==> config.mk <==
export PLATFORM = sky130hd
export DESIGN_NAME = spmv_csr_engine
export DESIGN_NICKNAME = d
export VERILOG_FILES = /design/src/rtl/spmv_pkg.sv /design/src/rtl/spmv_csr_engine_row_lookup.sv /design/src/rtl/spmv_csr_engine.sv
export SDC_FILE = /design/constraint.sdc
export NUM_CORES = 2
export LEC_CHECK = 0
export CORE_UTILIZATION = 50
export DETAILED_ROUTE_END_ITERATION = 8
export GPL_ROUTABILITY_DRIVEN = 0
export GPL_TIMING_DRIVEN = 0
export HOLD_SLACK_MARGIN = 0.15
export PLACE_DENSITY = 0.89
export SYNTH_ARGS = -nofsm -noshare
export SYNTH_HDL_FRONTEND = slang
export SYNTH_SLANG_ARGS = --single-unit
==> constraint.sdc <==
create_clock -name i_clk -period 4.7 [get_ports i_clk]
set_input_delay 1.175 -clock i_clk [delete_from_list [all_inputs] [get_ports i_clk]]
set_output_delay 1.175 -clock i_clk [all_outputs]
set_load 0.05 [all_outputs]
==> src/rtl/spmv_pkg.sv <==
// Shared types and helpers for the CSR SpMV engine.
//   spmv_state_e : engine FSM state encoding (IDLE..DONE)
//   acc_max/min  : saturation bounds of a w-bit signed accumulator
//   sat_add      : w-bit saturating signed add, reports clamping
package spmv_pkg;

  typedef enum logic [2:0] {
    StIdle  = 3'd0,
    StClear = 3'd1,
    StRun   = 3'd2,
    StDrain = 3'd3,
    StDone  = 3'd4
  } spmv_state_e;

  // Widest accumulator the helpers support; callers sign-extend into this.
  localparam int unsigned MaxAccW = 64;

  typedef logic signed [MaxAccW-1:0] acc_wide_t;

  typedef struct packed {
    logic      sat;
    acc_wide_t sum;
  } sat_sum_t;

  function automatic acc_wide_t acc_max(int unsigned w);
    logic [MaxAccW-1:0] one;
    one = {{(MaxAccW-1){1'b0}}, 1'b1};
    return acc_wide_t'((one << (w - 1)) - one);
  endfunction

  function automatic acc_wide_t acc_min(int unsigned w);
    return ~acc_max(w);
  endfunction

  // Operands must already hold sign-extended w-bit values.
  function automatic sat_sum_t sat_add(acc_wide_t a, acc_wide_t b, int unsigned w);
    logic signed [MaxAccW:0] s;
    logic signed [MaxAccW:0] hi;
    logic signed [MaxAccW:0] lo;
    acc_wide_t               mx;
    acc_wide_t               mn;
    sat_sum_t                r;
    mx    = acc_max(w);
    mn    = acc_min(w);
    hi    = {mx[MaxAccW-1], mx};
    lo    = {mn[MaxAccW-1], mn};
    s     = {a[MaxAccW-1], a} + {b[MaxAccW-1], b};
    r.sat = 1'b0;
    r.sum = s[MaxAccW-1:0];
    if (s > hi) begin
      r.sat = 1'b1;
      r.sum = mx;
    end else if (s < lo) begin
      r.sat = 1'b1;
      r.sum = mn;
    end
    return r;
  endfunction

endpackage

==> src/rtl/spmv_csr_engine_row_lookup.sv <==
// Maps a nonzero index k to its owning CSR row.
//   i_k       : nonzero index
//   i_row_ptr : N_ROWS+1 packed row pointers, pointer r at [r*IDX_W +: IDX_W]
//   o_row     : lowest r with row_ptr[r] <= k < row_ptr[r+1]
//   o_hit     : some row owns k
module spmv_row_lookup #(
  parameter int unsigned N_ROWS = 16,
  parameter int unsigned IDX_W  = 8,
  parameter int unsigned ROW_W  = 4
) (
  input  logic [IDX_W-1:0]            i_k,
  input  logic [(N_ROWS+1)*IDX_W-1:0] i_row_ptr,
  output logic [ROW_W-1:0]            o_row,
  output logic                        o_hit
);

  // Scan downwards so the last match written is the lowest row; empty rows never match.
  always_comb begin
    o_row = '0;
    o_hit = 1'b0;
    for (int r = int'(N_ROWS) - 1; r >= 0; r--) begin
      if ((i_row_ptr[r*IDX_W +: IDX_W] <= i_k) && (i_k < i_row_ptr[(r+1)*IDX_W +: IDX_W])) begin
        o_row = ROW_W'(r);
        o_hit = 1'b1;
      end
    end
  end

endmodule

==> src/rtl/spmv_csr_engine.sv <==
// CSR sparse matrix-vector multiply engine: one nonzero per cycle over a valid/ready
// stream, two-stage MAC with saturating signed row accumulators.
//   i_clk/i_rstn             : clock, asynchronous active-low reset
//   i_start                  : start request (IDLE only)
//   i_nnz_total, i_row_ptr   : job shape, captured on start
//   i_val_valid/a/x, o_val_ready : nonzero stream (matrix value, gathered vector value)
//   o_state, o_busy, o_done  : FSM state, busy level, one-cycle completion pulse
//   o_count                  : elements accepted this job
//   o_result, o_sat, o_err   : row accumulators, sticky saturation and dropped-element flags
module spmv_csr_engine
  import spmv_pkg::*;
#(
  parameter int unsigned N_ROWS = 16,
  parameter int unsigned IDX_W  = 8,
  parameter int unsigned DATA_W = 16,
  parameter int unsigned ACC_W  = 32
) (
  input  logic                        i_clk,
  input  logic                        i_rstn,
  input  logic                        i_start,
  input  logic [IDX_W-1:0]            i_nnz_total,
  input  logic [(N_ROWS+1)*IDX_W-1:0] i_row_ptr,
  input  logic                        i_val_valid,
  input  logic signed [DATA_W-1:0]    i_val_a,
  input  logic signed [DATA_W-1:0]    i_val_x,
  output logic                        o_val_ready,
  output logic [2:0]                  o_state,
  output logic                        o_busy,
  output logic                        o_done,
  output logic [IDX_W-1:0]            o_count,
  output logic [N_ROWS*ACC_W-1:0]     o_result,
  output logic [N_ROWS-1:0]           o_sat,
  output logic                        o_err
);

  localparam int unsigned RowW = (N_ROWS > 1) ? $clog2(N_ROWS) : 1;

  if (ACC_W < 2 * DATA_W || ACC_W > MaxAccW) begin : g_bad_acc_w
    $error("spmv_csr_engine: ACC_W must be >= 2*DATA_W and <= %0d", MaxAccW);
  end

  spmv_state_e                 r_state;
  logic                        r_busy;
  logic                        r_done;
  logic [(N_ROWS+1)*IDX_W-1:0] r_row_ptr;
  logic [IDX_W-1:0]            r_nnz;
  logic [IDX_W-1:0]            r_count;
  logic                        r_err;
  logic [N_ROWS-1:0]           r_sat;
  logic signed [ACC_W-1:0]     r_acc [N_ROWS];
  logic                        r_s1_valid;
  logic signed [ACC_W-1:0]     r_s1_prod;
  logic [RowW-1:0]             r_s1_row;

  logic                        w_ready;
  logic                        w_accept;
  logic                        w_run_end;
  logic [RowW-1:0]             w_row;
  logic                        w_hit;
  logic signed [2*DATA_W-1:0]  w_prod;
  sat_sum_t                    w_sum;

  assign w_ready  = (r_state == StRun) && (r_count < r_nnz);
  assign w_accept = i_val_valid && w_ready;
  assign w_prod   = i_val_a * i_val_x;
  // Leave RUN on the edge of the last accept, or straight away for an empty job.
  assign w_run_end = (r_count == r_nnz) || (w_accept && (r_count + IDX_W'(1) == r_nnz));

  spmv_row_lookup #(
    .N_ROWS (N_ROWS),
    .IDX_W  (IDX_W),
    .ROW_W  (RowW)
  ) u_row_lookup (
    .i_k       (r_count),
    .i_row_ptr (r_row_ptr),
    .o_row     (w_row),
    .o_hit     (w_hit)
  );

  // Stage 2 read-modify-write is single-cycle, so same-row back-to-back needs no forwarding.
  assign w_sum = sat_add(acc_wide_t'(r_acc[r_s1_row]), acc_wide_t'(r_s1_prod), ACC_W);

  always_ff @(posedge i_clk or negedge i_rstn) begin
    if (!i_rstn) begin
      r_state    <= StIdle;
      r_busy     <= 1'b0;
      r_done     <= 1'b0;
      r_row_ptr  <= '0;
      r_nnz      <= '0;
      r_count    <= '0;
      r_err      <= 1'b0;
      r_sat      <= '0;
      r_s1_valid <= 1'b0;
      r_s1_prod  <= '0;
      r_s1_row   <= '0;
      for (int r = 0; r < int'(N_ROWS); r++) r_acc[r] <= '0;
    end else begin
      r_done     <= 1'b0;
      // Dropped elements never enter the pipeline.
      r_s1_valid <= w_accept && w_hit;
      if (w_accept) begin
        r_s1_prod <= ACC_W'(w_prod);
        r_s1_row  <= w_row;
      end
      if (r_s1_valid) begin
        r_acc[r_s1_row] <= w_sum.sum[ACC_W-1:0];
        if (w_sum.sat) r_sat[r_s1_row] <= 1'b1;
      end
      case (r_state)
        StIdle: begin
          if (i_start) begin
            r_row_ptr <= i_row_ptr;
            r_nnz     <= i_nnz_total;
            r_busy    <= 1'b1;
            r_state   <= StClear;
          end
        end
        StClear: begin
          r_count <= '0;
          r_err   <= 1'b0;
          r_sat   <= '0;
          for (int r = 0; r < int'(N_ROWS); r++) r_acc[r] <= '0;
          r_state <= StRun;
        end
        StRun: begin
          if (w_accept) begin
            r_count <= r_count + IDX_W'(1);
            if (!w_hit) r_err <= 1'b1;
          end
          if (w_run_end) r_state <= StDrain;
        end
        StDrain: begin
          r_done  <= 1'b1;
          r_state <= StDone;
        end
        StDone: begin
          r_busy  <= 1'b0;
          r_state <= StIdle;
        end
        default: begin
          r_busy  <= 1'b0;
          r_state <= StIdle;
        end
      endcase
    end
  end

  always_comb begin
    o_result = '0;
    for (int r = 0; r < int'(N_ROWS); r++) o_result[r*ACC_W +: ACC_W] = r_acc[r];
  end

  assign o_val_ready = w_ready;
  assign o_state     = r_state;
  assign o_busy      = r_busy;
  assign o_done      = r_done;
  assign o_count     = r_count;
  assign o_sat       = r_sat;
  assign o_err       = r_err;

endmodule

==> results of run 1 <==
## cell families after synthesis
group / Yosys count / synth area share, %
simple gates: 1013 / 10.2
flops: 723 / 39.9
fa+ha+maj: 521 / 18.7
mux: 254 / 10.3
buf+inv: 599 / 5.10
compound gates: 979 / 14.5
xor+xnor: 65 / 1.30
## metrics by stage
stage / worst slack [ps] / hold WS, ps / util (%) / instances
CTS: -1780 / 415 / 66.6 / 6279
floorplan: -1930 / 445 / - / 4154
global placement: -28820 / 471 / 60.6 / 6052
detailed placement: -3240 / 489 / 60.9 / 6062
## synth_stat cells (108+ instances only)
cell	instances	area, µm²
and2_1	135	845
o21ai_0	372	1860
dfrtp_1	723	18100
mux4_2	160	3600
clkbuf_1	167	627
ha_1	258	3230
inv_1	370	1390
a22o_1	267	2340
nor2_1	108	405
fa_1	263	5270
a21oi_1	112	561
nand2_1	559	2100
## metal layers
| layer | overflow | GRT usage (%) |
|---|---|---|
| met4 | 6 | 51.9 |
| met2 | 2 | 69.7 |
| met1 | 0 | 57.0 |
| met5 | 1 | 29.6 |
| met3 | 0 | 46.7 |
## what timing repair did
action / 4_1_cts
gates cloned: 10
pin swaps: 107
gates resized for setup: 624
buffers inserted: 80
setup endpoints to repair: 555
==> flow_summary_export.csv, run 1 <==
group,metric,value,unit
outcome,status,"did not finish",
outcome,haltStage,"global routing",
outcome,stop_error,"[ERROR GRT-0232] Routing congestion too high. Check the congestion heatmap in the GUI.",
grt,track_usage,56.9,%
yosys,yosysUniqueCellTypes,84,
yosys,syn_inst,4154,
clock_network,cts_root_buf,"clkbuf_16",
grt,gr-total-overflow,9,
die,die_w,303,µm
placed_design,hpwl,148000,µm
die,start_util,50.5,%
die,rows,110,
die,die_h,303,µm
placed_design,dpl_cell_area,54700,µm²
clock_network,cts_buffers,74,
yosys,syn_area,45300,µm²
yosys,synthArstFlopShare,100,%
clock_network,clock_sinks,723,
yosys,synthesis.nets,4855,
placed_design,io_buffers,722,
clock_network,h-tree-depth,3,
die,io_pins,723,
clock_network,cts_buffer_depth,3,
yosys,avgSynthCellArea,10.9,µm²
yosys,ys_warn_count,0,
yosys,synth_edf_count,0,
yosys,ys.flop_type,"dfrtp_1",
grt,grt_max_degree,118,
yosys,ys_seq_area_share,39.9,%
yosys,synth-seq-cells,723,
clock_network,cts_hold_buf,0,
==> run 2: changes to the inputs <==
--- a/config.mk
+++ b/config.mk
@@ -5,12 +5,11 @@
 export SDC_FILE = /design/constraint.sdc
 export NUM_CORES = 2
 export LEC_CHECK = 0
-export CORE_UTILIZATION = 50
+export CORE_UTILIZATION = 40
 export DETAILED_ROUTE_END_ITERATION = 8
 export GPL_ROUTABILITY_DRIVEN = 0
 export GPL_TIMING_DRIVEN = 0
-export HOLD_SLACK_MARGIN = 0.15
-export PLACE_DENSITY = 0.89
+export PLACE_DENSITY_LB_ADDON = 0.15
 export SYNTH_ARGS = -nofsm -noshare
 export SYNTH_HDL_FRONTEND = slang
 export SYNTH_SLANG_ARGS = --single-unit
==> constraint.sdc (replaced) <==
create_clock -name i_clk -period 6.1 [get_ports i_clk]
set_input_delay 1.525 -clock i_clk [delete_from_list [all_inputs] [get_ports i_clk]]
set_output_delay 1.525 -clock i_clk [all_outputs]
set_load 0.05 [all_outputs]
==> run 2 against run 1 <==
  * The flow now finishes, with violations (max-capacitance violations, max-slew violations, negative setup slack)
  * Synthesized cell count did not move
  * Synthesized area did not move
==> flow_summary_export.csv, run 2 <==
group,metric,value,unit
finish,area_growth,31.6,%
yosys,synth_top_area_share,39.9,%
finish,largest_reg_flops,512,
drt,drt_iter0_drc,3844,
setup_path,r2r-start,"r_s1_row[2]",
clock_network,cts_buffers,85,
yosys,syn_inst,4154,
setup_path,slowest_stage,"fa_1",
die,fp.coreArea,112000,µm²
sta,fin_crit_sh,113,%
min_path,hp-start,"r_s1_prod[3]",
grt,antenna_found_initial,15,
setup_path,ff2ff_setup_slack,-60,ps
yosys,synth.area.top_cells,"dfrtp_1, fa_1, mux4_2, ha_1, a22o_1",
sta,fin_ws,-794,ps
outcome,status,"finished with violations",
yosys,synth_edf_count,0,
setup_path,worstSetupPathType,"in2reg",
finish,layout-drive-gt1-share,15.6,%
sta,fin_hold_ws,491,ps
setup_path,cpPeakStageDelay,620,ps
sta,fin_crit,6890,ps
die,io_pins,723,
yosys,yosysUniqueCellTypes,84,
clock_network,path_clk_slew,60,ps
placed_design,io_buffers,722,
finish,layout.nets,5733,
die,die_w,339,µm
placed_design,hpwl,149000,µm
yosys,synth-seq-cells,723,
outcome,violations,"max-capacitance violations, max-slew violations, negative setup slack",
finish,fillers,9960,
setup_path,critPathArrivalTime,7420,ps
grt,gr-total-overflow,0,
die,rows,123,
die,die_area,115000,µm²
yosys,synth_area_leader_cell,"dfrtp_1",
placed_design,dp.cells,6383,
clock_network,cts_root_buf,"clkbuf_16",
drt,drc,0,
sta,clock.fmax,0.145,GHz
setup_path,endpoint_kind,"flip-flop",
setup_path,crit_top_cell,"fa_1",
drt,post_drt_via_cell_ratio,5.83,
yosys,ys_seq_area_share,39.9,%
setup_path,critPathRequiredTime,6620,ps
finish,design_area,59700,µm²
setup_path,cp_num_buf_inv,4,
pwr,p_total,41.1,mW
die,die_h,339,µm
clock_network,h-tree-depth,3,
sta,worstMarginPinSlew,1680,ps
yosys,syn_area,45300,µm²
clock_network,cts_hold_buf,0,
die,start_util,40.3,%
sta,finalHoldViolations,0,
setup_path,cp_top_family,"adder cells",
pwr,peakVddDrop,0.00101,V
placed_design,dpl_cell_area,54900,µm²
yosys,avgSynthCellArea,10.9,µm²
yosys,ys.flop_type,"dfrtp_1",
grt,grt_pass1_vias,38377,
clock_network,cts_tree,"built",
finish,layout_commonest_cell,"dfrtp_1",
sta,grt_setup_unrepaired,"yes",
setup_path,crit_start,"i_val_x[5]",
grt,grt_max_degree,124,
setup_path,path_max_fanout,6,
drt,wl_per_cell,28.7,µm
min_path,hold_class,"reg2reg",
setup_path,start_kind,"input pin",
placed_design,pre_cts_ws,-2390,ps
finish,postLayoutCoreUtil,53.0,%
drt,dr.pass1.iters,6,
drt,ant_nets,0,
yosys,synth_most_common_cell,"dfrtp_1",
finish,final_cell_mix,"dfrtp_1, clkdlybuf4s50_1, nand2_1",
sta,fin_tns_setup,-8790,ps
sta,clock_skew,57.1,ps
job,maxCapViolCount,3,
clock_network,clk_latency,710,ps
sta,report.final.slew_viol_count,11,
clock_network,clock_sinks,723,
yosys,synthesis.nets,4855,
pwr,p_per_area,689,nW/µm²
setup_path,path_cells,"buf_12, clkbuf_16, and2_4, fa_1, inv_1, fa_1, fa_1, fa_1, inv_2, fa_1, fa_1, ha_4, a21o_1, a21o_1, a221o_1, or2_4, a311oi_4, o31ai_2, a21oi_2, nor4b_2, or3_1",
yosys,synthTopCellsByCount,"dfrtp_1, nand2_1, o21ai_0, inv_1, a22o_1",
sta,slew_headroom,-12.5,%
yosys,synthArstFlopShare,100,%
grt,track_usage,32.8,%
finish,fin_cells,6606,
clock_network,cts_buffer_depth,3,
drt,routed_wl,190000,µm
grt,grt_pass1_wl,275000,µm
pwr,leakagePower,26.7,nW
sta,setup_viol,68,
drt,vias,38517,
yosys,ys_warn_count,0,
## run 2: worst paths after layout
check / to / depth (start not counted)
setup / recovery: r_s1_prod[30] / 21
hold / removal: r_s1_prod[3] / 2
setup reg to reg: o_result[403] / 15
hold reg to reg: r_s1_prod[3] / 2
max in group asynchronous: o_result[356] / 4
min in group asynchronous: r_row_ptr[129] / 1
## run 2: final cells by class
type | count | area, µm² | area share [%]
clock inverters | 33 | 526 | 0.881
inverters | 370 | 1390 | 2.33
plain buffers | 227 | 1490 | 2.50
multi-input cells | 2832 | 25800 | 43.2
diodes | 7 | 17.5 | 0.0294
well taps | 1500 | 1880 | 3.15
repair buffers | 793 | 8050 | 13.5
clock buffers | 121 | 2470 | 4.15
flip-flops and latches | 723 | 18100 | 30.3
## run 2: what timing repair did
action	in CTS	in global routing
gates resized for setup	447	117
setup endpoints to repair	550	413
pin swaps	72	49
gates cloned	0	1
buffers inserted	45	19
## run 2: cell families (layout without fill, tap and decap cells)
| kind of cell | Yosys count | in the layout | synth area share [%] |
|---|---|---|---|
| adder cells (fa/ha/maj) | 521 | 521 | 18.7 |
| XOR/XNOR | 65 | 65 | 1.30 |
| multiplexers | 254 | 254 | 10.3 |
| other | 0 | 7 | 0 |
| buffers and inverters | 599 | 1544 | 5.10 |
| flip-flops | 723 | 723 | 39.9 |
| AND/OR/NAND/NOR | 1013 | 1013 | 10.2 |
| AO/OA/AOI/OAI | 979 | 979 | 14.5 |
## run 2: worst register-to-register path: stages (launching register included)
cell and delay, ps:
dfrtp_1 460, clkbuf_1 650, clkbuf_1 980, mux4_2 490
ha_1 360, a21o_1 240, a2111oi_2 520, o31ai_2 190
nor3b_4 200, a41oi_4 320, xor2_4 330, nand2_2 260
buf_2 270, nand2_1 320, clkbuf_2 330, o21ai_0 140
## run 2: routing by layer
metal  GRT usage (%)  routed length, µm  up-vias
met4            14.2               9650        8
met3            9.63              19100      391
li1                -                  -    16281
met5               0                 50        -
met2            48.2              82500     1980
met1            45.1              78300    19857
## run 2: power breakdown
group | internal (mW) | switching, mW | total [mW]
clock network | 3.30 | 2.21 | 5.51
logic | 11.2 | 17.5 | 28.7
registers | 5.95 | 0.982 | 6.93
total | 20.4 | 20.7 | 41.1
Note: power is estimated with default switching activity, not from simulation.
